[src/rtl/if_id_decode_stage.sv]
// IF/ID pipeline register for the RV32I core: one-slot skid-free stage that registers
// the instruction, its PC, split fields and the generated immediate. Optional macro: IFID_ILLEGAL_DET_EN.
module if_id_decode_stage #(
   parameter int          PC_W      = 32,
   parameter logic [31:0] NOP_INSTR = 32'h00000013
) (
   input  logic            clk,
   input  logic            rst,
   input  logic            in_valid,
   output logic            in_ready,
   input  logic [31:0]     instr_in,
   input  logic [PC_W-1:0] pc_in,
   input  logic            flush,
   output logic            out_valid,
   input  logic            out_ready,
   output logic [31:0]     instr_out,
   output logic [PC_W-1:0] pc_out,
   output logic [6:0]      opcode,
   output logic [4:0]      rd,
   output logic [2:0]      funct3,
   output logic [4:0]      rs1,
   output logic [4:0]      rs2,
   output logic [6:0]      funct7,
   output logic [31:0]     imm,
   output logic [19:0]     imm_u_raw,
   output logic [2:0]      imm_type
`ifdef IFID_ILLEGAL_DET_EN
   ,
   output logic            illegal
`endif
);

   localparam logic [6:0] OP_IMM    = 7'h13;
   localparam logic [6:0] OP_LOAD   = 7'h03;
   localparam logic [6:0] OP_JALR   = 7'h67;
   localparam logic [6:0] OP_SYSTEM = 7'h73;
   localparam logic [6:0] OP_STORE  = 7'h23;
   localparam logic [6:0] OP_BRANCH = 7'h63;
   localparam logic [6:0] OP_LUI    = 7'h37;
   localparam logic [6:0] OP_AUIPC  = 7'h17;
   localparam logic [6:0] OP_JAL    = 7'h6F;
   localparam logic [6:0] OP_REG    = 7'h33;

   localparam logic [2:0] TYPE_R = 3'd0;
   localparam logic [2:0] TYPE_I = 3'd1;
   localparam logic [2:0] TYPE_S = 3'd2;
   localparam logic [2:0] TYPE_B = 3'd3;
   localparam logic [2:0] TYPE_U = 3'd4;
   localparam logic [2:0] TYPE_J = 3'd5;

   logic        load;
   logic        update;
   logic [31:0] dec_instr;
   logic [2:0]  dec_type;
   logic [31:0] dec_imm;
   logic        dec_illegal;

   assign in_ready = !out_valid || out_ready || flush;
   assign load     = in_valid && in_ready && !flush;
   assign update   = rst || flush || load;

   // Reset and flush reuse the normal decode path by feeding it the NOP encoding.
   assign dec_instr = (rst || flush) ? NOP_INSTR : instr_in;

   always_comb begin
      dec_type    = TYPE_R;
      dec_illegal = 1'b0;
      case (dec_instr[6:0])
         OP_IMM, OP_LOAD, OP_JALR, OP_SYSTEM: dec_type = TYPE_I;
         OP_STORE:                            dec_type = TYPE_S;
         OP_BRANCH:                           dec_type = TYPE_B;
         OP_LUI, OP_AUIPC:                    dec_type = TYPE_U;
         OP_JAL:                              dec_type = TYPE_J;
         OP_REG:                              dec_type = TYPE_R;
         default:                             dec_illegal = 1'b1;
      endcase
   end

   always_comb begin
      dec_imm = 32'h0;
      case (dec_type)
         TYPE_I: dec_imm = {{20{dec_instr[31]}}, dec_instr[31:20]};
         TYPE_S: dec_imm = {{20{dec_instr[31]}}, dec_instr[31:25], dec_instr[11:7]};
         TYPE_B: dec_imm = {{19{dec_instr[31]}}, dec_instr[31], dec_instr[7],
                            dec_instr[30:25], dec_instr[11:8], 1'b0};
         TYPE_U: dec_imm = {dec_instr[31:12], 12'h000};
         TYPE_J: dec_imm = {{11{dec_instr[31]}}, dec_instr[31], dec_instr[19:12],
                            dec_instr[20], dec_instr[30:21], 1'b0};
         default: dec_imm = 32'h0;
      endcase
   end

   // Flush wins over load and stall; a drain without a new load just empties the slot.
   always_ff @(posedge clk) begin
      if (rst || flush) begin
         out_valid <= 1'b0;
      end else if (load) begin
         out_valid <= 1'b1;
      end else if (out_valid && out_ready) begin
         out_valid <= 1'b0;
      end
   end

   always_ff @(posedge clk) begin
      if (rst) begin
         pc_out <= '0;
      end else if (load) begin
         pc_out <= pc_in;
      end
   end

   always_ff @(posedge clk) begin
      if (update) begin
         instr_out <= dec_instr;
         opcode    <= dec_instr[6:0];
         rd        <= dec_instr[11:7];
         funct3    <= dec_instr[14:12];
         rs1       <= dec_instr[19:15];
         rs2       <= dec_instr[24:20];
         funct7    <= dec_instr[31:25];
         imm_u_raw <= dec_instr[31:12];
         imm       <= dec_imm;
         imm_type  <= dec_type;
      end
   end

`ifdef IFID_ILLEGAL_DET_EN
   always_ff @(posedge clk) begin
      if (update) begin
         illegal <= dec_illegal;
      end
   end
`else
   logic unused_illegal;
   assign unused_illegal = dec_illegal;
`endif

endmodule

[config.mk]
export PLATFORM = sky130hd
export DESIGN_NAME = if_id_decode_stage
export DESIGN_NICKNAME = d
export VERILOG_FILES = /design/src/rtl/if_id_decode_stage.sv
export SDC_FILE = /design/constraint.sdc
export NUM_CORES = 1
export LEC_CHECK = 0
export BUFFER_PORTS_ARGS = -buffer_cell sky130_fd_sc_hd__buf_2
export CORE_ASPECT_RATIO = 1.75
export CORE_MARGIN = 10
export CORE_UTILIZATION = 25
export DETAILED_ROUTE_END_ITERATION = 7
export PLACE_DENSITY_LB_ADDON = 0.25
export SLEW_MARGIN = 20
export SYNTH_ARGS = -nofsm -noshare
export SYNTH_HDL_FRONTEND = slang
export SYNTH_SLANG_ARGS = --single-unit
[constraint.sdc]
create_clock -name clk -period 7.1 [get_ports clk]
set_input_delay 0.355 -clock clk [delete_from_list [all_inputs] [get_ports clk]]
set_output_delay 0.355 -clock clk [all_outputs]
set_load 0.02 [all_outputs]
==> flow_metrics.py, run 1 <==
metrics = {
    "status": {
        "status": "finished clean",
    },
    "synthesis": {
        "ys_ff_latch": 100,
        "synth_top_cell_by_area": "edfxtp_1",
        "yosysUniqueCellTypes": 44,
        "synth_edf_count": 67,
        "netlist_instances": 396,
        "avgSynthCellArea_um2": 11.0,
        "synthArstFlopShare_pct": 0,
        "synth_commonest_cells": "82 x nand2_1, 67 x edfxtp_1, 53 x buf_4",
        "synthMostInstantiatedCell": "nand2_1",
        "synth_area_leaders": "edfxtp_1 46%, dfxtp_1 15%, buf_4 9.1%",
        "syn_nets": 465,
        "ys.warnings.count": 0,
        "netlist_area_um2": 4380,
        "ys_seq_area_share_pct": 61.1,
        "ys.flop_type": "edfxtp_1",
        "synth_top_area_share_pct": 46.0,
    },
    "cells_and_area": {
        "drive_above_1_share_pct": 46.9,
        "fin_nets": 629,
        "post-route-util_pct": 32.5,
        "final_cells": 797,
        "synthToLayoutAreaGrowth_pct": 29.1,
    },
    "timing": {
        "tightest_slew_ps": 905,
        "fin_crit_ps": 2230,
        "max_freq_mhz": 449,
        "maxSlewHeadroom_pct": 39.7,
        "post-route-period-util_pct": 31.4,
        "slew_violations": 0,
        "setup_viol": 0,
        "grt_setup_unrepaired": "false",
        "fin_tns_setup_ps": 0,
        "fin_skew_ps": 6.11,
        "final_hold_viol_count": 0,
        "fin_hold_ws_ps": 248,
    },
    "critical_path": {
        "cp.required_ps": 7270,
        "path_delay_family": "simple AND/OR/NAND/NOR gates",
        "worstSetupPathType": "in2reg",
        "path_cells": "buf_2 -> or3b_4 -> o31ai_2 -> nand4_1 -> o21ai_0",
        "crit_buf_inv": 1,
        "critPathMaxStageDelay_ps": 640,
        "end_kind": "flip-flop",
        "cp_data_arrival_time_ps": 2400,
        "slowest_stage": "nand4_1",
        "startpoint_type": "primary input",
        "cp_max_fo": 38,
    },
    "floorplan": {
        "start_util_pct": 25.2,
        "fp.dieH_um": 195,
        "fp.dieW_um": 120,
        "rows": 64,
        "io_pins": 222,
        "dieArea_um2": 23400,
        "core_um2": 17400,
    },
    "placed_design": {
        "dpl.hpwl_um": 10300,
        "dp.cells": 780,
        "io_buffers": 221,
        "gp_congestion": 0.812,
    },
    "cts": {
        "cts_buffers": 9,
        "postCtsSetupBuffers": 0,
        "cts_tree": "yes",
        "cts-hold-fix-buffers": 0,
        "ctsHtreeMaxLevel": 3,
        "cts_resized": 0,
        "clockRootBuffer": "clkbuf_16",
        "clkSlewWorstSetupHoldPaths_ps": 70,
        "clk_latency_ps": 340,
        "cts.sinks": 100,
        "clk_path_buf_depth": 2,
    },
    "global_route": {
        "gr-total-overflow": 0,
        "track_usage_pct": 10.8,
        "grt_pass1_vias": 3607,
        "grt_busiest_layer": "met2",
        "gr-usage-met1_pct": 10.8,
        "grt_use_met3_pct": 6.01,
        "antenna_found_initial": 2,
        "grt_max_degree": 68,
        "met2_usage_pct": 18.7,
        "grt_pass1_wl_um": 20100,
    },
    "route": {
        "dr.pass1.iters": 4,
        "first_iter_violations": 96,
        "vias_per_cell": 4.19,
        "drtAntennaViolNets": 0,
        "vias": 3337,
        "route.detailed.drc": 0,
        "wl_per_cell_um": 16.4,
        "drt-total-wl_um": 13100,
    },
    "pwr": {
        "total_leakage_power_nw": 2.80,
        "total_power_w": 0.00137,
        "power_density_nw_per_um2": 243,
        "vdd_drop_max_v": 0.000148,
    },
    "job": {
        "drv_cap": 0,
    },
    "worst_hold_path": {
        "hp-class": "in2reg",
    },
}
-- worst min-delay path, cell delays in order --
cell,delay (ps)
buf_2,100
nand2_1,40
a21oi_1,50
-- worst paths after layout --
kind | start | end | slack (ps) | cells after the start
setup / recovery | rst | imm[23]$_DFFE_PP_ | 4870 | 5
hold / removal | pc_in[27] | pc_out[27]$_SDFFE_PP0P_ | 250 | 3
setup reg to reg | out_valid$_SDFFE_PP0P_ | instr_out[27]$_DFFE_PP_ | 5510 | 3
hold reg to reg | pc_out[19]$_SDFFE_PP0P_ | pc_out[19]$_SDFFE_PP0P_ | 460 | 2
-- stage by stage --
step | worst slack (ps) | cell area, um^2
2_1_floorplan | 4240 | 4380
3_3_place_gp | 4600 | 5320
3_5_place_dp | 4530 | 5340
4_1_cts | 4860 | 5650
5_1_grt | 4720 | 5650
6_report | 4870 | 5650
-- power breakdown --
group / switching, W / internal [W] / total [W]
combinational: 0.000135 / 0.0000638 / 0.000198
sequential: 0.0000145 / 0.000653 / 0.000667
clock: 0.000227 / 0.000280 / 0.000507
total: 0.000376 / 0.000996 / 0.00137
-- registers in the layout, indices dropped and copies added, names as in the netlist --
register,count
imm_type,3
pc_out,32
instr_out,32
out_valid,1
imm,32
-- cell families (layout without fill, tap and decap cells) --
logic type             Yosys count  in the layout  synth area share, %
other                            0              1                    0
buffers and inverters           85            254                 12.1
AO/OA/AOI/OAI                   68             68                 10.7
multiplexers                     2              2                0.486
AND/OR/NAND/NOR                141            141                 15.6
flip-flops                     100            100                 61.1
-- metal layers --
| metal | vias up | share of wire (%) |
|---|---|---|
| li1 | 1622 | - |
| met1 | 1545 | 36 |
| met2 | 162 | 51 |
| met3 | 8 | 12 |
| met4 | 0 | 1.2 |
| met5 | - | 0 |
-- cells in the final DEF, fill, tap and decap left out, types with 2 or more instances in the layout --
cell,instances
buf_2,221
inv_8,2
nor2_2,2
nor2_1,5
clkinvlp_4,2
a22o_1,4
edfxtp_1,67
and3_1,3
inv_1,14
and2_1,21
a21o_1,8
nand2b_1,4
buf_4,2
or3_1,3
nand2_1,81
clkinv_4,2
o21ai_0,3
dfxtp_1,33
nor2b_1,3
clkbuf_16,9
nand3_1,3
a21oi_1,34
a21oi_2,2
o21ai_2,10
o31ai_2,2
nand4_1,3
-- area by class of cell --
| type | instances | area (um^2) |
|---|---|---|
| clock inverter | 7 | 85.1 |
| tap | 231 | 289 |
| multi-input combinational | 211 | 1190 |
| fill | 1812 | 11700 |
| inverter | 14 | 52.6 |
| antenna | 1 | 2.50 |
| sequential | 100 | 2670 |
| timing repair buffer | 224 | 1130 |
| clock buffer | 9 | 225 |
No activity file was read; power rests on OpenSTA's default activity.
==> run 2: changes to the inputs <==
- clock period: 7.1 -> 2.2 ns (I/O delays scaled with it)
==> flow_metrics.py, run 2 (same netlist as run 1, synthesis figures left out) <==
metrics = {
    "cts": {
        "postCtsSetupBuffers": 0,
        "clk_latency_ps": 340,
        "cts_buffers": 9,
        "cts.sinks": 100,
        "clk_path_buf_depth": 2,
        "clockRootBuffer": "clkbuf_16",
        "clkSlewWorstSetupHoldPaths_ps": 70,
        "cts_tree": "yes",
        "ctsHtreeMaxLevel": 3,
        "cts_resized": 0,
    },
    "pwr": {
        "power_density_nw_per_um2": 760,
        "p_int_w": 0.00335,
        "total_leakage_power_nw": 2.93,
        "p_comb_share_pct": 15.0,
        "p_clk_share_pct": 37.2,
        "p_sw_w": 0.00116,
        "power_frac_seq_pct": 47.8,
        "vdd_drop_max_v": 0.000324,
        "swShare_pct": 25.7,
    },
    "placed_design": {
        "io_buffers": 221,
        "gp_congestion": 0.808,
        "placed_cell_area_um2": 5400,
        "dpl.hpwl_um": 10700,
    },
    "timing": {
        "fin_skew_ps": 8.11,
        "post-route-period-util_pct": 67.3,
        "max_freq_mhz": 675,
        "maxSlewHeadroom_pct": 63.8,
        "tightest_slew_ps": 541,
        "fin_tns_setup_ps": 0,
        "grt_setup_unrepaired": "false",
        "setup_viol": 0,
        "slew_violations": 0,
        "fin_crit_ps": 1480,
        "final_hold_viol_count": 0,
    },
    "critical_path": {
        "cp_data_arrival_time_ps": 1520,
        "path_delay_family": "simple AND/OR/NAND/NOR gates",
        "startpoint_type": "flip-flop",
        "end_kind": "flip-flop",
        "cp_max_fo": 30,
        "cp.required_ps": 2230,
        "rr_worst_depth": 4,
        "crit_buf_inv": 1,
        "critical_path_depth": 4,
        "slowest_stage": "nand2_4",
        "worstSetupPathType": "reg2reg",
        "critPathMaxStageDelay_ps": 350,
        "path_cells": "nand2b_1 -> nand2_1 -> nand2_4 -> buf_4",
    },
    "global_route": {
        "antenna_found_initial": 2,
        "gr-total-overflow": 0,
        "grt_pass1_wl_um": 20500,
        "grt_pass1_vias": 3722,
        "grt_max_degree": 36,
        "track_usage_pct": 11.0,
    },
    "cells_and_area": {
        "synthToLayoutAreaGrowth_pct": 35.6,
        "final.fill_count": 1774,
        "final_cell_mix": "221 x buf_2, 81 x nand2_1, 67 x edfxtp_1",
        "layout_commonest_cell": "buf_2",
        "drive_above_1_share_pct": 45.6,
        "fin_nets": 658,
        "top_regs": "imm: 32 flops, instr_out: 32 flops, pc_out: 32 flops",
        "multi_input_area_um2": 1190,
        "design_area_um2": 5930,
        "regArea_um2": 2670,
    },
    "floorplan": {
        "dieArea_um2": 23400,
        "fp.dieH_um": 195,
        "fp.dieW_um": 120,
        "start_util_pct": 25.2,
        "rows": 64,
        "core_um2": 17400,
        "io_pins": 222,
    },
    "worst_hold_path": {
        "whs_path_depth": 3,
        "hp-class": "in2reg",
    },
    "route": {
        "first_iter_violations": 87,
        "route.detailed.drc": 0,
        "vias_per_cell": 4.16,
        "wl_per_cell_um": 16.0,
        "dr.pass1.iters": 4,
        "drt-total-wl_um": 13200,
        "vias": 3439,
        "drtAntennaViolNets": 0,
    },
    "status": {
        "status": "finished clean",
    },
    "job": {
        "drv_cap": 0,
    },
}
## run 2: cell count changes in the layout (fill, tap and decap cells not counted), sizes merged
cell         change
dlygate4sd3     +21
buf              +8
clkbuf           +2
clkinvlp         -2
bufinv           +1
clkinv           -1
## run 2: metrics by stage
stage	setup slack (ps)	cells	power (W)	hold WS, ps	utilization [%]
final	719	826	0.00451	10.1	34.1
after global routing	595	825	0.00471	18.5	34.1
after CTS	672	825	0.00460	0.290	34.1
after detailed placement	499	788	0.00286	356	31.1
after global placement	509	788	0.00285	350	31.1
after floorplan	256	396	0.00264	231	-
## run 2: cell type report
type,count,area share (%)
well taps,231,4.87
multi-input cells,211,20.0
repair buffers,253,23.8
diodes,1,0.0422
clock buffers,11,3.92
inverters,14,0.886
clock inverters,5,1.41
flip-flops and latches,100,45.0
## run 2: power groups by stage
stage	Sequential (W)	Clock [W]	Combinational, W
global placement	0.00219	0	0.000660
CTS	0.00216	0.00176	0.000689
global route	0.00217	0.00181	0.000735
detailed placement	0.00220	0	0.000660
finish	0.00215	0.00168	0.000675
floorplan	0.00233	0	0.000317
## run 2: repair_timing
action	CTS	global route
hold buffers	21	0
endpoints found under the hold margin	21	0
endpoints found under the setup margin	0	0
## run 2: layer usage
metal	up-vias	routed length (um)	track usage, %	share of wire [%]
met5	-	13	0	0.098
met4	2	212	3.73	1.6
met3	16	1680	6.01	13
met2	171	6720	18.9	51
met1	1572	4630	11.1	35
li1	1678	-	-	-
## run 2: tightest hold or removal path: stages
cell	delay, ps
buf_2	90
nand2_1	40
a21oi_1	50
## run 2: path summary, 6_finish.rpt
check / startpoint / to / slack [ps]
min: pc_in[15] / pc_out[15]$_SDFFE_PP0P_ / 10
min reg2reg: pc_out[8]$_SDFFE_PP0P_ / pc_out[8]$_SDFFE_PP0P_ / 450
max: out_valid$_SDFFE_PP0P_ / imm[13]$_DFFE_PP_ / 720
max reg2reg: out_valid$_SDFFE_PP0P_ / imm[13]$_DFFE_PP_ / 720
==> run 3: changes to the inputs <==
- clock period: 2.2 -> 1.3 ns (I/O delays scaled with it)
==> flow_metrics.py, run 3 (same netlist as run 1, synthesis figures left out) <==
metrics = {
    "route": {
        "vias_per_cell": 4.26,
        "dr.pass1.iters": 4,
        "wl_per_cell_um": 16.4,
        "drtAntennaViolNets": 0,
        "wl_met3_um": 1630,
        "first_iter_violations": 132,
        "top_layer": "met5",
        "wl_met2_um": 7470,
        "m1WireLength_um": 5040,
        "drt-total-wl_um": 14300,
        "vias": 3724,
        "route.detailed.drc": 0,
    },
    "critical_path": {
        "reg2reg_slack_ps": 0.5,
        "cp-endpoint": "pc_out[12]$_SDFFE_PP0P_",
        "startpoint": "out_valid$_SDFFE_PP0P_",
        "worstSetupPathType": "reg2reg",
        "startpoint_type": "flip-flop",
        "reg2reg_from": "out_valid$_SDFFE_PP0P_",
        "cp_max_fo": 8,
        "rr_worst_depth": 6,
        "end_kind": "flip-flop",
        "cp.required_ps": 1580,
        "r2r_end": "pc_out[12]$_SDFFE_PP0P_",
        "cp_data_arrival_time_ps": 1580,
    },
    "timing": {
        "maxSlewHeadroom_pct": 78.9,
        "final_hold_viol_count": 0,
        "fin_skew_ps": 8.11,
        "tightest_slew_ps": 314,
        "grt_setup_unrepaired": "true",
        "fin_tns_setup_ps": 0,
        "max_freq_mhz": 770,
        "setup_viol": 0,
        "post-route-period-util_pct": 100,
        "fin_hold_ws_ps": 15.1,
        "slew_violations": 0,
        "fin_crit_ps": 1300,
    },
    "cells_and_area": {
        "antenna_cells": 0,
        "final_cell_mix": "221 x buf_2, 77 x nand2_1, 67 x edfxtp_1",
        "drive_above_1_share_pct": 50.6,
        "layout_commonest_cell": "buf_2",
        "synthToLayoutAreaGrowth_pct": 49.1,
        "final_cells": 875,
        "final.fill_count": 1706,
        "top_regs": "imm: 32 flops, instr_out: 32 flops, pc_out: 32 flops",
        "design_area_um2": 6530,
        "fin_nets": 708,
    },
    "worst_hold_path": {
        "hp-class": "in2reg",
    },
    "floorplan": {
        "rows": 64,
        "io_pins": 222,
        "fp.dieW_um": 120,
        "dieArea_um2": 23400,
        "start_util_pct": 25.2,
        "fp.dieH_um": 195,
        "core_um2": 17400,
    },
    "status": {
        "status": "finished clean",
    },
    "cts": {
        "clk_latency_ps": 350,
        "cts_buffers": 9,
        "clkSlewWorstSetupHoldPaths_ps": 80,
        "cts_tree": "yes",
        "clockRootBuffer": "clkbuf_16",
        "cts.sinks": 100,
        "clk_path_buf_depth": 2,
        "ctsHtreeMaxLevel": 3,
    },
    "pwr": {
        "vdd_drop_max_v": 0.000554,
        "total_power_w": 0.00762,
        "power_density_nw_per_um2": 1170,
        "total_leakage_power_nw": 3.21,
    },
    "placed_design": {
        "io_buffers": 221,
        "gp_congestion": 0.767,
        "placed_cell_area_um2": 5740,
        "dpl.hpwl_um": 10700,
        "dp.cells": 818,
    },
    "global_route": {
        "grt_max_degree": 33,
        "track_usage_pct": 11.7,
        "grt_pass1_vias": 4041,
        "gr-total-overflow": 0,
        "antenna_found_initial": 3,
        "grt_pass1_wl_um": 21700,
    },
    "job": {
        "drv_cap": 0,
    },
}
-- run 3: metrics by stage --
step,utilization [%],setup WS [ps]
after CTS,37.2,45.3
final,37.6,0.546
after global placement,33.0,-499
after detailed placement,33.0,-541
after global routing,37.6,-59.5
after floorplan,-,18.2
-- run 3: how the worst min path moves through the flow --
| stage | startpoint | cells after the start | slack (ps) | to |
|---|---|---|---|---|
| after global routing | instr_in[12] | 2 | 10 | instr_out[12]$_DFFE_PP_ |
| after global placement | pc_in[29] | 3 | 310 | pc_out[29]$_SDFFE_PP0P_ |
| final | instr_in[13] | 2 | 20 | instr_out[13]$_DFFE_PP_ |
| after floorplan | in_valid | 2 | 190 | out_valid$_SDFFE_PP0P_ |
| after CTS | instr_in[13] | 2 | 2 | instr_out[13]$_DFFE_PP_ |
| after detailed placement | pc_in[1] | 3 | 310 | pc_out[1]$_SDFFE_PP0P_ |
-- run 3: routing by layer --
layer  up-vias  track usage [%]
li1       1779                -
met4         4             3.41
met1      1757             10.9
met5         -                0
met2       166             21.3
met3        18             6.24
-- run 3: critical path, stage by stage (launching register included) --
cell,delay (ps)
dfxtp_2,320
nor2b_4,120
buf_6,120
nor3b_4,270
clkbuf_16,220
nand2_1,60
a21oi_1,110
-- run 3: repair_timing --
| item | in CTS | in global routing |
|---|---|---|
| endpoints found under the hold margin | 32 | 0 |
| pin swaps | 3 | 3 |
| setup buffers | 6 | 0 |
| gates resized for setup | 6 | 11 |
| setup endpoints to repair | 92 | 16 |
| hold buffers | 32 | 0 |
| cloned | 2 | 1 |
-- run 3: where the power goes --
part	leakage [nW]	switching [W]	total (W)	internal (W)
Sequential	1.03	0.0000764	0.00364	0.00356
Combinational	2.04	0.000805	0.00133	0.000527
Clock	0.142	0.00130	0.00265	0.00135
Total	3.21	0.00218	0.00762	0.00544
-- run 3: layout make-up --
cell class / count / area (um^2) / share of cell area, %
clock inverter: 7 / 67.6 / 1.04
timing repair buffer: 301 / 1900 / 29.1
sequential: 100 / 2670 / 41.0
multi-input combinational: 213 / 1320 / 20.2
inverter: 14 / 52.6 / 0.805
clock buffer: 9 / 225 / 3.45
tap: 231 / 289 / 4.43
